===== src/rtl/tilt_motion_ctl_pkg.sv =====
// Shared types and helpers for the tilt-driven ball motion controller.
// Holds the axis state encoding, tilt bit positions and the step period function.
package tilt_motion_ctl_pkg;

    typedef enum logic [1:0] {
        AXIS_IDLE    = 2'd0,
        AXIS_QUALIFY = 2'd1,
        AXIS_MOVE    = 2'd2
    } axis_state_t;

    localparam int TILT_LEFT     = 0;
    localparam int TILT_RIGHT    = 1;
    localparam int TILT_FORWARD  = 2;
    localparam int TILT_BACKWARD = 3;

    // Ticks between steps at a given speed level; callers guarantee no underflow.
    function automatic logic [31:0] step_period(
        input logic [31:0] base_period,
        input logic [31:0] period_step,
        input logic [31:0] speed
    );
        step_period = base_period - (speed * period_step);
    endfunction

endpackage


===== src/rtl/tilt_motion_ctl_axis.sv =====
// One motion axis: debounces a pos/neg direction request, then emits
// accelerating step pulses while the direction is held.
module tilt_axis_ctl
    import tilt_motion_ctl_pkg::*;
#(
    parameter int DEBOUNCE_TICKS = 4,
    parameter int RAMP_TICKS     = 100,
    parameter int MAX_SPEED      = 7,
    parameter int BASE_PERIOD    = 64,
    parameter int PERIOD_STEP    = 8,
    localparam int SW            = $clog2(MAX_SPEED + 1)
) (
    input  logic          clk,
    input  logic          reset,
    input  logic          tick,
    input  logic [1:0]    dir_req,
    output logic          inc,
    output logic          dec,
    output logic [SW-1:0] speed
);

    localparam int QW = $clog2(DEBOUNCE_TICKS + 1);
    localparam int RW = $clog2(RAMP_TICKS + 1);
    localparam int PW = $clog2(BASE_PERIOD + 1);

    axis_state_t   state_r;
    logic          pos_r;
    logic [QW-1:0] qual_r;
    logic [PW-1:0] phase_r;
    logic [RW-1:0] ramp_r;
    logic [SW-1:0] speed_r;

    logic        dir_valid_s;
    logic        req_pos_s;
    logic        same_dir_s;
    logic        qual_done_s;
    logic        phase_done_s;
    logic        ramp_done_s;
    logic        speed_max_s;
    logic [31:0] period_s;

    assign dir_valid_s  = dir_req[1] ^ dir_req[0];
    assign req_pos_s    = dir_req[1];
    assign same_dir_s   = (req_pos_s == pos_r);
    assign qual_done_s  = (32'(qual_r) + 32'd1) >= 32'(DEBOUNCE_TICKS);
    assign period_s     = step_period(32'(BASE_PERIOD), 32'(PERIOD_STEP), 32'(speed_r));
    // >= rather than == so a speed-up that shortens the period never strands the phase
    assign phase_done_s = (32'(phase_r) + 32'd1) >= period_s;
    assign ramp_done_s  = (32'(ramp_r) + 32'd1) >= 32'(RAMP_TICKS);
    assign speed_max_s  = 32'(speed_r) >= 32'(MAX_SPEED);
    assign speed        = speed_r;

    // Axis FSM with debounce, phase, ramp and registered step pulses.
    always_ff @(posedge clk) begin
        if (reset) begin
            state_r <= AXIS_IDLE;
            pos_r   <= 1'b0;
            qual_r  <= '0;
            phase_r <= '0;
            ramp_r  <= '0;
            speed_r <= '0;
            inc     <= 1'b0;
            dec     <= 1'b0;
        end else if (!tick) begin
            inc <= 1'b0;
            dec <= 1'b0;
        end else begin
            inc <= 1'b0;
            dec <= 1'b0;
            case (state_r)
                AXIS_IDLE: begin
                    if (dir_valid_s) begin
                        pos_r <= req_pos_s;
                        if (DEBOUNCE_TICKS <= 1) begin
                            state_r <= AXIS_MOVE;
                            qual_r  <= '0;
                            phase_r <= '0;
                            ramp_r  <= '0;
                            speed_r <= '0;
                            inc     <= req_pos_s;
                            dec     <= ~req_pos_s;
                        end else begin
                            state_r <= AXIS_QUALIFY;
                            qual_r  <= QW'(1);
                        end
                    end else begin
                        qual_r <= '0;
                    end
                end
                AXIS_QUALIFY: begin
                    if (!dir_valid_s) begin
                        state_r <= AXIS_IDLE;
                        qual_r  <= '0;
                    end else if (!same_dir_s) begin
                        pos_r  <= req_pos_s;
                        qual_r <= QW'(1);
                    end else if (qual_done_s) begin
                        state_r <= AXIS_MOVE;
                        qual_r  <= '0;
                        phase_r <= '0;
                        ramp_r  <= '0;
                        speed_r <= '0;
                        inc     <= pos_r;
                        dec     <= ~pos_r;
                    end else begin
                        qual_r <= qual_r + QW'(1);
                    end
                end
                AXIS_MOVE: begin
                    if (!dir_valid_s) begin
                        state_r <= AXIS_IDLE;
                        phase_r <= '0;
                        ramp_r  <= '0;
                        speed_r <= '0;
                    end else if (!same_dir_s) begin
                        state_r <= AXIS_QUALIFY;
                        pos_r   <= req_pos_s;
                        qual_r  <= QW'(1);
                        phase_r <= '0;
                        ramp_r  <= '0;
                        speed_r <= '0;
                    end else begin
                        if (phase_done_s) begin
                            phase_r <= '0;
                            inc     <= pos_r;
                            dec     <= ~pos_r;
                        end else begin
                            phase_r <= phase_r + PW'(1);
                        end
                        if (ramp_done_s) begin
                            ramp_r <= '0;
                            if (!speed_max_s) begin
                                speed_r <= speed_r + SW'(1);
                            end else begin
                                speed_r <= speed_r;
                            end
                        end else begin
                            ramp_r <= ramp_r + RW'(1);
                        end
                    end
                end
                default: begin
                    state_r <= AXIS_IDLE;
                    qual_r  <= '0;
                    phase_r <= '0;
                    ramp_r  <= '0;
                    speed_r <= '0;
                end
            endcase
        end
    end

endmodule


===== src/rtl/tilt_motion_ctl.sv =====
// Tilt-to-ball-step controller: registers the tilt vector, generates the
// evaluation tick and runs one motion axis per direction pair.
module tilt_motion_ctl
    import tilt_motion_ctl_pkg::*;
#(
    parameter int SYSCLK_FREQUENCY_HZ = 100000000,
    parameter int TICK_HZ             = 1000,
    parameter int DEBOUNCE_TICKS      = 4,
    parameter int RAMP_TICKS          = 100,
    parameter int MAX_SPEED           = 7,
    parameter int BASE_PERIOD         = 64,
    parameter int PERIOD_STEP         = 8,
    localparam int SW                 = $clog2(MAX_SPEED + 1)
) (
    input  logic          SYSCLK,
    input  logic          reset2,
    input  logic [3:0]    tilt,
    output logic          x_inc,
    output logic          x_dec,
    output logic          y_inc,
    output logic          y_dec,
    output logic [SW-1:0] x_speed,
    output logic [SW-1:0] y_speed
);

    localparam int DIV = SYSCLK_FREQUENCY_HZ / TICK_HZ;
    localparam int DW  = (DIV > 1) ? $clog2(DIV) : 1;

    logic [DW-1:0] div_cnt_r;
    logic [3:0]    tilt_r;
    logic          tick_s;

    assign tick_s = (div_cnt_r == DW'(DIV - 1));

    // Free-running prescaler producing one tick every DIV cycles.
    always_ff @(posedge SYSCLK) begin
        if (reset2) begin
            div_cnt_r <= '0;
        end else if (tick_s) begin
            div_cnt_r <= '0;
        end else begin
            div_cnt_r <= div_cnt_r + DW'(1);
        end
    end

    // Single input register; every decision uses this copy of tilt.
    always_ff @(posedge SYSCLK) begin
        if (reset2) begin
            tilt_r <= 4'b0000;
        end else begin
            tilt_r <= tilt;
        end
    end

    tilt_axis_ctl #(
        .DEBOUNCE_TICKS (DEBOUNCE_TICKS),
        .RAMP_TICKS     (RAMP_TICKS),
        .MAX_SPEED      (MAX_SPEED),
        .BASE_PERIOD    (BASE_PERIOD),
        .PERIOD_STEP    (PERIOD_STEP)
    ) u_x_axis (
        .clk     (SYSCLK),
        .reset   (reset2),
        .tick    (tick_s),
        .dir_req ({tilt_r[TILT_RIGHT], tilt_r[TILT_LEFT]}),
        .inc     (x_inc),
        .dec     (x_dec),
        .speed   (x_speed)
    );

    tilt_axis_ctl #(
        .DEBOUNCE_TICKS (DEBOUNCE_TICKS),
        .RAMP_TICKS     (RAMP_TICKS),
        .MAX_SPEED      (MAX_SPEED),
        .BASE_PERIOD    (BASE_PERIOD),
        .PERIOD_STEP    (PERIOD_STEP)
    ) u_y_axis (
        .clk     (SYSCLK),
        .reset   (reset2),
        .tick    (tick_s),
        .dir_req ({tilt_r[TILT_BACKWARD], tilt_r[TILT_FORWARD]}),
        .inc     (y_inc),
        .dec     (y_dec),
        .speed   (y_speed)
    );

endmodule


===== config.mk =====
export PLATFORM = sky130hd
export DESIGN_NAME = tilt_motion_ctl
export DESIGN_NICKNAME = d
export VERILOG_FILES = /design/src/rtl/tilt_motion_ctl_pkg.sv /design/src/rtl/tilt_motion_ctl_axis.sv /design/src/rtl/tilt_motion_ctl.sv
export SDC_FILE = /design/constraint.sdc
export NUM_CORES = 1
export LEC_CHECK = 0
export ABC_CLOCK_PERIOD_IN_PS = 5800
export CAP_MARGIN = 20
export CORE_MARGIN = 1
export CORE_UTILIZATION = 55
export CTS_CLUSTER_SIZE = 14
export DETAILED_ROUTE_END_ITERATION = 8
export PLACE_DENSITY = 0.7
export SYNTH_ARGS = -nofsm -noshare
export SYNTH_HDL_FRONTEND = slang
export SYNTH_SLANG_ARGS = --single-unit

===== constraint.sdc =====
create_clock -name SYSCLK -period 5.8 [get_ports SYSCLK]
set_input_delay 0.58 -clock SYSCLK [delete_from_list [all_inputs] [get_ports SYSCLK]]
set_output_delay 0.58 -clock SYSCLK [all_outputs]
set_load 0.02 [all_outputs]

==> impl_metrics.yaml, run 1 <==
route:
  wire_per_inst_um: 14.15
  wl_um: 9240
  vias: 3776
  drc_errors: 0
  drt_iter0_markers: 156
  ant_nets: 0
  dr.pass1.iters: 4
  vias_per_cell: 5.783
timing:
  worst_pin_slew_ns: 0.7572
  fin_crit_sh: 0.4745
  finalSetupViolations: 0
  whs_ns: 0.4836
  maxSlewViolCount: 0
  rsz0062_at_grt: "false"
  timing.final.crit_period_ns: 2.752
  tns_ns: 0
  hold_viol_final: 0
  fmax_mhz: 363.3
  slew_headroom: 0.4913
  skew_ns: 0.01080
worst_setup_path:
  crit_arrival_ns: 3.02
  reg2regPathDepth: 11
  worstPathCellList: "ha_1, nand3_1, nor2_1, xor2_1, ha_1, nand2_1, o311ai_0, a21oi_1, o211ai_1, or2_0, o31ai_1"
  start_kind: "register"
  cp_top_family: "simple AND/OR/NAND/NOR gates"
  ff2ff_setup_slack_ns: 3.05
  timing.rr.start: "u_x_axis.phase_r[0]$_SDFFE_PP0P_"
  worstPathRequired_ns: 6.07
  critPathMaxStageDelay_ns: 0.41
  slowest_stage: "dfxtp_1"
  cp_max_fo: 6
  cp_num_buf_inv: 0
  crit_type: "reg -> reg"
  rr_endpoint: "u_x_axis.phase_r[3]$_SDFFE_PP0P_"
  endpoint_kind: "register"
  crit_path_frequent_cell: "ha_1"
placement:
  portBuffers: 15
  hpwlAfterDp_um: 6481
  place_inst: 637
  gp_congestion: 0.8235
  postPlaceCellArea_um2: 4587
clocking:
  clockBufferDepth: 2
  cts_tree: "built"
  clk_latency_ns: 0.35
  cts_buffers: 9
  post_cts_buffers: 0
  cts_max_level: 3
  cts_sinks: 71
  hold_buffers: 0
  root_buffer: "clkbuf_8"
  cts_resized: 0
  cts.clk_slew.worst_paths_ns: 0.08
global_route:
  grtUsageTotal: 0.2313
  overflow: 0
  grt_pass1_wl_um: 15820
  antenna_found_initial: 0
  grt_pass1_vias: 3533
  grt_max_degree: 46
worst_hold_path:
  min_from: "div_cnt_r[0]$_SDFF_PP0_"
  hold_end: "div_cnt_r[0]$_SDFF_PP0_"
  holdPathStages: 1
  hold_class: "reg -> reg"
cells_and_area:
  layout-drive-gt1-share: 0.06897
  fin_cells: 653
  diodes: 0
  nets: 584
  fin_area_um2: 4770
  area_growth_pct: 8.542
power_and_ir_drop:
  power_density_nw_per_um2: 185.7
  total_power_mw: 0.8858
  max-vdd-ir-drop_mv: 0.1342
  p_leak_nw: 1.693
synth:
  syn_area_um2: 4394
  synth_nets: 579
  ys_seq_elements: 71
  yosysTopAreaCellShare: 0.3235
  synth_largest_area_cell: "dfxtp_1"
  async_flop_share: 0
  ys.flop_type: "dfxtp_1"
  ys_warn_count: 0
  ys_seq_area_frac: 0.3235
  postSynthCellCount: 541
  ys_types: 68
  synth_enable_flop_cells: 0
  synth_area_leaders: "dfxtp_1 (32%), ha_1 (9.1%), nand2_1 (5.0%)"
  syn_avg_cell_area_um2: 8.122
job:
  max_cap_violations: 0
run_status:
  status: "finished, final reports clean"
floorplan:
  die_y_um: 91.39
  rows: 32
  die_w_um: 91.39
  ioPinCount: 16
  initial_utilization: 0.5687
  die_area_um2: 8351
  coreArea_um2: 7727
==> final cells by class <==
type                            count  area, um2
Tap cell                          102      127.6
Clock inverter                      6      45.04
Clock buffer                       10      137.6
Multi-Input combinational cell    423       2786
Timing Repair Buffer               16      157.7
Sequential cell                    71       1421
Fill cell                         693       2958
Inverter                           25      93.84
==> registers in the layout, summed over array words and instances (netlist names), 4 cells and up <==
register,cells
div_cnt_r,17
tilt_r,4
u_x_axis.phase_r,7
u_x_axis.ramp_r,7
u_y_axis.phase_r,7
u_y_axis.ramp_r,7
==> cells in the final DEF (no fill, tap or decap), drive strengths merged, types with 3 or more instances in the layout <==
cell type / n
o2111ai: 5
o311ai: 3
clkbuf: 10
inv: 26
o21a: 4
nor3b: 4
nand2b: 3
nand4: 6
a31oi: 5
clkdlybuf4s50: 15
o21ai: 36
mux2i: 5
and3: 8
or3: 5
xor2: 17
a2111oi: 3
xnor2: 15
o2bb2a: 4
o31ai: 7
a221oi: 3
a21oi: 33
nand3: 28
nor4: 5
or2: 6
and4: 3
clkinvlp: 3
nand2: 58
o211ai: 5
ha: 32
nor2: 52
nand3b: 5
a21boi: 3
or4: 4
dfxtp: 71
nand4b: 7
nor3: 17
nor2b: 9
==> stage by stage <==
stage               setup WS (ns)    util
CTS                         3.084  0.6172
detailed placement          3.104  0.5936
global placement            3.190  0.5936
global route                2.799  0.6172
finish                      3.048  0.6172
floorplan                   3.434       -
==> cells in the mapped netlist, drive strengths merged, types with 4 or more instances <==
cell type,n
nand3,28
nor4,5
nand3b,5
o31ai,7
o2111ai,5
dfxtp,71
nor3b,4
xor2,17
nor3,17
mux2i,5
inv,25
nand4,6
a31oi,5
o21ai,36
or4,4
nand4b,7
or2,6
nor2b,9
nor2,52
buf,4
nand2,58
and3,8
ha,32
or3,5
o211ai,5
xnor2,15
a21oi,33
o21a,4
o2bb2a,4
clkbuf,18
==> kinds of logic (layout without fill, tap and decap cells) <==
group	Yosys count	count (layout)	synth area share
xor+xnor	32	32	0.06378
fa+ha+maj	32	32	0.09112
simple gates	228	228	0.2742
mux	5	5	0.01139
compound gates	126	126	0.1936
flops	71	71	0.3235
buf+inv	47	57	0.04242
==> worst max-delay path by stage <==
stage                                          start                          endpoint  slack (ns)  cells after the start
global route        u_x_axis.phase_r[0]$_SDFFE_PP0P_  u_x_axis.phase_r[3]$_SDFFE_PP0P_        2.80                     11
floorplan           u_x_axis.phase_r[0]$_SDFFE_PP0P_  u_x_axis.phase_r[3]$_SDFFE_PP0P_        3.43                     12
CTS                 u_x_axis.phase_r[0]$_SDFFE_PP0P_  u_x_axis.phase_r[4]$_SDFFE_PP0P_        3.08                     11
detailed placement  u_x_axis.phase_r[0]$_SDFFE_PP0P_  u_x_axis.phase_r[4]$_SDFFE_PP0P_        3.10                     11
finish              u_x_axis.phase_r[0]$_SDFFE_PP0P_  u_x_axis.phase_r[3]$_SDFFE_PP0P_        3.05                     11
global placement    u_y_axis.phase_r[0]$_SDFFE_PP0P_  u_y_axis.phase_r[0]$_SDFFE_PP0P_        3.19                     12
==> power by group <==
group	internal [mW]	switching, mW	total (mW)
logic	0.00983	0.0162	0.0260
clock network	0.168	0.197	0.365
registers	0.490	0.00497	0.495
==> routing by layer <==
layer | vias to the layer above | global-route usage | wire, um
met4 | 0 | 0.08069 | 124
li1 | 1942 | - | -
met5 | - | 0 | 0
met2 | 49 | 0.3797 | 4183
met1 | 1776 | 0.3063 | 4680
met3 | 9 | 0.03685 | 252
No activity file was read; power rests on OpenSTA's default activity.
==> inputs of run 2 (changes only) <==
ABC_CLOCK_PERIOD_IN_PS = 2800   (was 5800)
clock period = 2.8 ns   (was 5.8 ns; I/O delays follow)
==> run 2 against run 1 <==
Net effect:
- critical path depth unchanged
- non-clock buffer count is 10 higher
- hold slack lost 0.013 ns
- die area stayed put
- worst setup slack got worse by 2.8 ns
- global-route usage increased by 0.85 points
- sequential share of layout area is 0.78 points lower
- count of clock-buffer cells in the layout is 1 lower
- maximum frequency grew 6.4%
- first-iteration DRC count rose by 14%
- combinational power increased by 120%
- highest routed layer unchanged
==> impl_metrics.yaml, run 2 (same netlist as run 1, synthesis figures left out) <==
worst_setup_path:
  slowest_stage: "dfxtp_1"
  worstPathRequired_ns: 3.06
  critPathMaxStageDelay_ns: 0.41
  crit_type: "reg -> reg"
  cp_max_fo: 5
  worstPathCellList: "nand3_1, or2_2, xnor2_1, ha_1, nand2_1, o311ai_0, a21oi_1, o211ai_1, buf_4, o2bb2a_1, o31ai_1"
  start_kind: "register"
  endpoint_kind: "register"
  crit_arrival_ns: 2.85
global_route:
  grtUsageTotal: 0.2398
  grt_pass1_vias: 3538
  overflow: 0
  antenna_found_initial: 0
  grt_pass1_wl_um: 16250
  grt_max_degree: 25
placement:
  hpwlAfterDp_um: 6681
  gp_congestion: 0.8302
  dp_slack_ns: 0.02237
  portBuffers: 15
  postPlaceCellArea_um2: 4654
clocking:
  cts_sinks: 71
  cts.clk_slew.worst_paths_ns: 0.08
  cts_tree: "built"
  clk_latency_ns: 0.35
  clockBufferDepth: 2
  cts_max_level: 3
  root_buffer: "clkbuf_8"
  hold_buffers: 0
  cts_buffers: 9
cells_and_area:
  fin_area_um2: 4906
  nFillCells: 666
  diodes: 0
  area_growth_pct: 11.65
  largest_register: "div_cnt_r"
  final_cell_mix: "dfxtp_1 (69), nand2_1 (58), nor2_1 (51), a21oi_1 (33), o21ai_0 (32)"
  layout-drive-gt1-share: 0.09626
  layout_commonest_cell: "dfxtp_1"
  multi_input_area_um2: 2806
  largest_register_ffs: 17
  ff_latch_area_um2: 1424
  nets: 594
route:
  wl_um: 9368
  vias_per_cell: 5.833
  vias: 3867
  drc_errors: 0
  wire_per_inst_um: 14.13
  dr.pass1.iters: 5
  drt_iter0_markers: 178
  ant_nets: 0
power_and_ir_drop:
  max-vdd-ir-drop_mv: 0.2861
  power_density_nw_per_um2: 407.6
  p_leak_nw: 1.763
timing:
  finalSetupViolations: 0
  setup_ws_ns: 0.2124
  worst_pin_slew_ns: 0.6928
  fin_crit_sh: 0.9241
  fmax_mhz: 386.5
  maxSlewViolCount: 0
  rsz0062_at_grt: "true"
  hold_viol_final: 0
  timing.final.crit_period_ns: 2.588
  slew_headroom: 0.5377
  whs_ns: 0.4706
  skew_ns: 0.006956
job:
  max_cap_violations: 0
floorplan:
  die_w_um: 91.39
  ioPinCount: 16
  die_area_um2: 8351
  rows: 32
  die_y_um: 91.39
  initial_utilization: 0.5687
  coreArea_um2: 7727
run_status:
  status: "finished, final reports clean"
worst_hold_path:
  hold_class: "in -> reg"
-- run 2: final timing paths --
path                                     from                          endpoint  slack (ns)  depth (start not counted)
max          u_x_axis.phase_r[2]$_SDFFE_PP0P_  u_x_axis.phase_r[4]$_SDFFE_PP0P_        0.21                         11
min                                   tilt[0]              tilt_r[0]$_SDFF_PP0_        0.47                          2
max reg2reg  u_x_axis.phase_r[2]$_SDFFE_PP0P_  u_x_axis.phase_r[4]$_SDFFE_PP0P_        0.21                         11
min reg2reg   u_y_axis.qual_r[1]$_SDFFE_PP0P_   u_y_axis.qual_r[1]$_SDFFE_PP0P_        0.48                          2
-- run 2: report_power, final --
part	switching (mW)	total, mW	internal (mW)	leakage (nW)
Combinational	0.0356	0.0570	0.0214	1.08
Sequential	0.0107	1.03	1.02	0.574
Clock	0.414	0.916	0.502	0.105
Total	0.460	2.00	1.54	1.76
-- run 2: per-stage QoR --
| stage | instances | util | power [mW] | setup TNS [ns] |
|---|---|---|---|---|
| global placement | 646 | 0.6023 | 1.104 | 0 |
| global route | 663 | 0.6349 | 2.071 | -0.02519 |
| detailed placement | 646 | 0.6023 | 1.106 | 0 |
| CTS | 662 | 0.6313 | 2.023 | 0 |
| finish | 663 | 0.6349 | 1.999 | 0 |
| floorplan | 541 | - | 1.085 | 0 |
-- run 2: critical path, delay by kind of cell, from the launching register on --
family	cells	cell delay (ns)
compound gates	5	0.84
xor+xnor	1	0.15
fa+ha+maj	1	0.21
buf+inv	1	0.19
flops	1	0.41
simple gates	3	0.71
-- run 2: what timing repair did --
| action | in CTS | in global routing |
|---|---|---|
| gates resized for setup | 1 | 10 |
| pin swaps | 0 | 2 |
| endpoints found under the setup margin | 1 | 10 |
| buffers inserted | 0 | 1 |
-- run 2: layout make-up --
type / count / area share
clock inverters: 7 / 0.01989
multi-input cells: 423 / 0.5720
clock buffers: 9 / 0.02525
inverters: 25 / 0.01913
flip-flops and latches: 71 / 0.2902
repair buffers: 26 / 0.04744
well taps: 102 / 0.02601
-- run 2: layer usage --
metal,global-route usage,wire [um],vias to the layer above
li1,-,-,1969
met1,0.3328,4704,1831
met2,0.3716,4238,58
met3,0.05360,332,9
met4,0.06746,92,0
met5,0,0,-
==> inputs of run 3 (changes only) <==
CORE_MARGIN = 4   (was 1)
==> run 3 against run 2 <==
Net effect:
- design area grew 0.20%
- highest routed layer unchanged
- register-to-register slack lost 0.02 ns
- wire length shrank 1.3%
- count of clock-buffer cells in the layout grew 2
- maximum frequency shrank 0.88%
- hold slack gained 0.0058 ns
- critical path depth is the same
==> impl_metrics.yaml, run 3 (same netlist as run 1, synthesis figures left out) <==
worst_setup_path:
  timing.rr.start: "u_x_axis.phase_r[1]$_SDFFE_PP0P_"
  rr_endpoint: "u_x_axis.phase_r[5]$_SDFFE_PP0P_"
  critPathCapture: "u_x_axis.phase_r[5]$_SDFFE_PP0P_"
  ff2ff_setup_slack_ns: 0.19
  critPathMaxStageDelay_ns: 0.38
  crit_type: "reg -> reg"
  cp-startpoint: "u_x_axis.phase_r[1]$_SDFFE_PP0P_"
  worstPathRequired_ns: 3.05
  endpoint_kind: "register"
  cp_max_fo: 6
  start_kind: "register"
  worstPathCellList: "ha_1, nand3_2, nor2_2, xor2_1, ha_1, nand2_1, o311ai_0, a21oi_1, o211ai_1, or2_4, o31ai_1"
  crit_arrival_ns: 2.86
  reg2regPathDepth: 11
  slowest_stage: "dfxtp_1"
  crit_path_frequent_cell: "ha_1"
timing:
  rsz0062_at_grt: "false"
  worst_pin_slew_ns: 0.6959
  fmax_mhz: 383.1
  finalSetupViolations: 0
  skew_ns: 0.009786
  maxSlewViolCount: 0
  tns_ns: 0
  setup_ws_ns: 0.1895
  fin_crit_sh: 0.9323
  timing.final.crit_period_ns: 2.610
  slew_headroom: 0.5356
  hold_viol_final: 0
global_route:
  grt_max_degree: 24
  grt_pass1_vias: 3513
  grtUsageTotal: 0.1983
  antenna_found_initial: 0
  grt_pass1_wl_um: 16080
  overflow: 0
worst_hold_path:
  hold_class: "reg -> reg"
clocking:
  clockBufferDepth: 2
  cts_max_level: 3
  cts_sinks: 71
  cts.clk_slew.worst_paths_ns: 0.08
  root_buffer: "clkbuf_8"
  cts_buffers: 9
  clk_latency_ns: 0.35
  cts_tree: "built"
cells_and_area:
  layout-drive-gt1-share: 0.09140
  diodes: 0
  layout_commonest_cell: "dfxtp_1"
  nets: 591
  fin_cells: 660
  largest_register: "div_cnt_r"
  nFillCells: 698
  final_cell_mix: "dfxtp_1 (70), nand2_1 (58), nor2_1 (50), o21ai_0 (33), a21oi_1 (33)"
  area_growth_pct: 11.87
  largest_register_ffs: 17
route:
  wire_per_inst_um: 14.01
  vias_per_cell: 5.827
  wl_um: 9247
  ant_nets: 0
  vias: 3846
  drc_errors: 0
  dr.pass1.iters: 4
  drt_iter0_markers: 143
floorplan:
  die_y_um: 97.39
  ioPinCount: 16
  coreArea_um2: 7767
  rows: 32
  die_area_um2: 9484
  die_w_um: 97.39
  initial_utilization: 0.5657
placement:
  dp_slack_ns: 0.1056
  place_inst: 643
  gp_congestion: 0.8934
  portBuffers: 15
  hpwlAfterDp_um: 6643
power_and_ir_drop:
  p_leak_nw: 1.768
  total_power_mw: 2.123
  max-vdd-ir-drop_mv: 0.2456
  power_density_nw_per_um2: 431.8
job:
  max_cap_violations: 0
run_status:
  status: "finished, final reports clean"
[run 3: worst max-delay path, delay by kind of cell, from the launching register on]
family	cells	cell delay [ns]
adders and majority gates	2	0.51
and+or+nand+nor	4	0.65
xor gates and xnor gates	1	0.21
DFF	1	0.38
AOI/OAI and AO/OA	4	0.76
[run 3: area by class of cell]
type                            count  area [um2]  share of cell area
Timing Repair Buffer               23       210.2             0.04276
Sequential cell                    71        1423              0.2894
Clock inverter                      5       103.9             0.02113
Multi-Input combinational cell    423        2806              0.5709
Inverter                           25       93.84             0.01909
Clock buffer                       11       151.4             0.03080
Tap cell                          102       127.6             0.02596
[run 3: metal layers]
metal / up-vias / global-route usage / routed length (um) / part of all wire
li1: 1970 / - / - / -
met1: 1802 / 0.2741 / 4506 / 0.49
met2: 67 / 0.3131 / 4302 / 0.47
met3: 7 / 0.02872 / 358 / 0.039
met4: 0 / 0.07348 / 79 / 0.0085
met5: - / 0 / 0 / 0
[run 3: worst min path at each step]
stage,start,end,depth (start not counted)
4_1_cts,tilt[3],tilt_r[3]$_SDFF_PP0_,2
3_3_place_gp,u_y_axis.qual_r[1]$_SDFFE_PP0P_,u_y_axis.qual_r[1]$_SDFFE_PP0P_,2
6_report,u_y_axis.qual_r[1]$_SDFFE_PP0P_,u_y_axis.qual_r[1]$_SDFFE_PP0P_,2
5_1_grt,tilt[0],tilt_r[0]$_SDFF_PP0_,2
2_1_floorplan,tilt[0],tilt_r[0]$_SDFF_PP0_,1
3_5_place_dp,u_y_axis.qual_r[1]$_SDFFE_PP0P_,u_y_axis.qual_r[1]$_SDFFE_PP0P_,2
[run 3: power by group]
part | total (mW) | internal, mW | switching (mW)
combinational | 0.0574 | 0.0222 | 0.0352
sequential | 1.03 | 1.02 | 0.0104
clock | 1.04 | 0.641 | 0.399
[run 3: what timing repair did]
item / in CTS / in global routing
hold endpoints to repair: 0 / 0
hold buffers: 0 / 0
endpoints found under the setup margin: 0 / 13
buffers inserted: 0 / 1
resized for setup: 0 / 9
[run 3: stage by stage]
step,util,hold WS (ns),cell area (um2)
2_1_floorplan,-,0.4082,4394
3_3_place_gp,0.5963,0.4582,4632
3_5_place_dp,0.5963,0.4693,4632
4_1_cts,0.6292,0.4772,4887
5_1_grt,0.6329,0.4881,4916
6_report,0.6329,0.4764,4916
